### config.mk
export PLATFORM = sky130hd
export DESIGN_NAME = subtractor4
export DESIGN_NICKNAME = d
export VERILOG_FILES = /design/src/rtl/subtractor4.sv
export SDC_FILE = /design/constraint.sdc
export NUM_CORES = 1
export LEC_CHECK = 0
export ABC_AREA = 1
export CORE_MARGIN = 2
export CORE_UTILIZATION = 25
export DETAILED_ROUTE_END_ITERATION = 8
export HOLD_SLACK_MARGIN = 0.03
export PLACE_DENSITY = 0.53
export SLEW_MARGIN = 10
export SYNTH_ARGS = -nofsm -noshare
export SYNTH_HDL_FRONTEND = slang
export SYNTH_HIERARCHICAL = 1
export SYNTH_SLANG_ARGS = --single-unit
### constraint.sdc
create_clock -name CLK -period 6.8 [get_ports CLK]
set_input_delay 1.36 -clock CLK [delete_from_list [all_inputs] [get_ports CLK]]
set_output_delay 1.36 -clock CLK [all_outputs]
set_load 0.05 [all_outputs]
### src/rtl/subtractor4.sv
// Registered ripple-borrow subtractor: {BOUT, DIF} = A - B - BR_IN, one cycle of latency.
// BOUT of one instance may feed BR_IN of the next-higher slice when chaining.

module fsub_cell (
    input  logic a,
    input  logic b,
    input  logic br_in,
    output logic d,
    output logic br_out
);
    assign d      = a ^ b ^ br_in;
    assign br_out = (~a & b) | (~(a ^ b) & br_in);
endmodule

module subtractor4 #(
    parameter int WIDTH = 4
) (
    input  logic             CLK,
    input  logic             RST,
    input  logic [WIDTH-1:0] A,
    input  logic [WIDTH-1:0] B,
    input  logic             BR_IN,
    input  logic             IN_VALID,
    output logic [WIDTH-1:0] DIF,
    output logic             BOUT,
    output logic             OUT_VALID
);
    localparam int STAGES = 1;

    typedef struct packed {
        logic             bout;
        logic [WIDTH-1:0] dif;
    } sub_rsp_t;

    logic [WIDTH:0]   br;
    logic [WIDTH-1:0] d;
    logic [STAGES:0]  vld_pipe;
    sub_rsp_t         rsp_q;

    // Borrow ripples LSB to MSB; the chain stays purely combinational.
    assign br[0] = BR_IN;

    fsub_cell u_cell [WIDTH-1:0] (
        .a      (A),
        .b      (B),
        .br_in  (br[WIDTH-1:0]),
        .d      (d),
        .br_out (br[WIDTH:1])
    );

    assign vld_pipe[0] = IN_VALID;

    always_ff @(posedge CLK) begin
        if (RST) begin
            vld_pipe[STAGES:1] <= '0;
            rsp_q              <= '0;
        end else begin
            vld_pipe[STAGES:1] <= vld_pipe[STAGES-1:0];
            // Data holds its last value while no valid input arrives.
            if (IN_VALID)
                rsp_q <= '{bout: br[WIDTH], dif: d};
        end
    end

    assign DIF       = rsp_q.dif;
    assign BOUT      = rsp_q.bout;
    assign OUT_VALID = vld_pipe[STAGES];
endmodule

==> flow_metrics.tcl <==
set metrics [dict create \
    status "finished clean" \
    cts_buffers 3 \
    hpwl_um 478 \
    grt_max_degree 12 \
    clk-insertion-delay-late_ns 0.24 \
    period_share 0.547 \
    cts_num_sinks 6 \
    drcViolationCount 0 \
    start_util 0.277 \
    io_pins 18 \
    portBuffers 17 \
    cts-htree-levels 1 \
    layout-drive-gt1-share 0.114 \
    max_slew.worst_pin.slew_ns 0.492 \
    yosysSeqAreaShare 0.321 \
    yosysUniqueCellTypes 8 \
    vias 325 \
    dr.first_iter.drc_count 5 \
    cts_root_buffer "clkbuf_4" \
    rsz0062_at_grt "no" \
    fin_tns_setup_ns 0 \
    maxCapViolCount 0 \
    vias_per_cell 3.82 \
    final-hold-violation-count 0 \
    start_kind "input pin" \
    cts.repair.resized 0 \
    avgSynthCellArea_sq_um 7.34 \
    antenna_left 0 \
    cts_hold_buf 0 \
    wl_um 591 \
    path_clk_slew_ns 0.04 \
    power_density_nw_per_um2 193 \
    crit_type "in -> reg" \
    crit_arrival_ns 3.86 \
    hold-worst-slack_ns 0.481 \
    setup_viol 0 \
    layout_commonest_cell "inv_1" \
    rows 13 \
    yosys_warnings 6 \
    grt_pass1_wl_mm 1.12 \
    cp.required_ns 6.94 \
    hold_class "reg -> reg" \
    fin_crit_ns 3.72 \
    ir_drop_mv 0.0919 \
    final_cell_mix "19 x inv_1, 17 x clkdlybuf4s50_1, 9 x nand2_1" \
    grt_pass1_vias 277 \
    area_delta_synth_final_pct 53.5 \
    clock_skew_ns 0 \
    cts_tree "done" \
    cts_setup_buffers 0 \
    clockBufferDepth 2 \
    slew_viol_final 0 \
    layout.nets 88 \
    die_area_sq_um 1820 \
    grt_overflow_total 0 \
    antenna_found_initial 0 \
    cp_max_fo 1 \
    crit_path_end_kind "flip-flop" \
    synth.ff_latch_count 6 \
    syn_inst 51 \
    max_freq_ghz 0.269 \
    n_antenna_cell 0 \
    synth_fp_nets 67 \
    wl_per_cell_um 6.95 \
    syn_area_sq_um 374 \
    gp_congestion 0.674 \
    die_w_um 42.7 \
    core-area_sq_um 1350 \
    dr.pass1.iters 2 \
    power.leakage_nw 0.308 \
    maxSlewHeadroom 0.671 \
    track_usage 0.0871 \
    dieHeight_um 42.7 \
]
==> metal layers <==
layer	global-route usage	wire [um]	up-vias
met5	0	0	-
met4	0.0375	0	0
met3	0.0681	89	0
met2	0.115	268	18
met1	0.102	234	135
li1	-	-	172
==> worst max-delay path, stage by stage <==
cell,delay (ns)
clkdlybuf4s50_1,0.45
inv_1,0.05
fa_1,0.37
inv_1,0.06
inv_1,0.04
fa_1,0.35
inv_1,0.06
inv_1,0.04
fa_1,0.35
inv_1,0.06
inv_1,0.04
fa_1,0.42
inv_1,0.07
nand2_2,0.04
nand2_1,0.07
nor2_2,0.03
==> worst paths after layout <==
kind / start / endpoint / slack, ns / cells past startpoint
setup / recovery: B[0] / DIF[3]$_SDFFE_PP0P_ / 3.08 / 16
setup reg to reg: DIF[3]$_SDFFE_PP0P_ / DIF[3]$_SDFFE_PP0P_ / 6.23 / 2
hold reg to reg: DIF[0]$_SDFFE_PP0P_ / DIF[0]$_SDFFE_PP0P_ / 0.48 / 2
hold / removal: DIF[0]$_SDFFE_PP0P_ / DIF[0]$_SDFFE_PP0P_ / 0.48 / 2
==> Yosys cell counts <==
cell	n	share of area
inv_1	19	0.19
nand2_1	9	0.090
nor2_1	7	0.070
dfxtp_1	6	0.32
fa_1	4	0.21
nor2_2	4	0.067
buf_6	1	0.030
nand2_2	1	0.017
==> logic make-up (layout without fill, tap and decap cells) <==
| logic type | after synthesis | after routing | share of synthesized area |
|---|---|---|---|
| AND/OR/NAND/NOR | 21 | 21 | 0.244 |
| buffers and inverters | 20 | 39 | 0.221 |
| flip-flops | 6 | 6 | 0.321 |
| adder cells (fa/ha/maj) | 4 | 4 | 0.214 |
==> registers in the layout, summed over array words and instances, names as in the netlist <==
register / count
OUT_VALID: 1
DIF: 4
BOUT: 1
==> layout make-up <==
type / instances / area, sq um
flip-flops and latches: 6 / 120
well taps: 15 / 18.8
repair buffers: 17 / 170
inverters: 19 / 71.3
clock buffers: 3 / 22.5
fillers: 151 / 776
multi-input cells: 25 / 171
==> power breakdown <==
part           switching, mW  internal (mW)  leakage, nW
combinational         0.0219         0.0163        0.244
clock                 0.0127         0.0199       0.0138
sequential           0.00139         0.0384       0.0499
==> stage by stage <==
step                power, mW  worst slack [ns]  instance area, sq um  utilization  instances
finish                  0.111              3.08                   574        0.425         85
global route            0.120              2.95                   574        0.425         85
CTS                     0.113              3.06                   574        0.425         85
detailed placement     0.0794              2.82                   552        0.409         82
global placement       0.0792              2.81                   552        0.409         82
floorplan              0.0650              3.36                   374            -         51
Power figures use the tool's default switching activity.
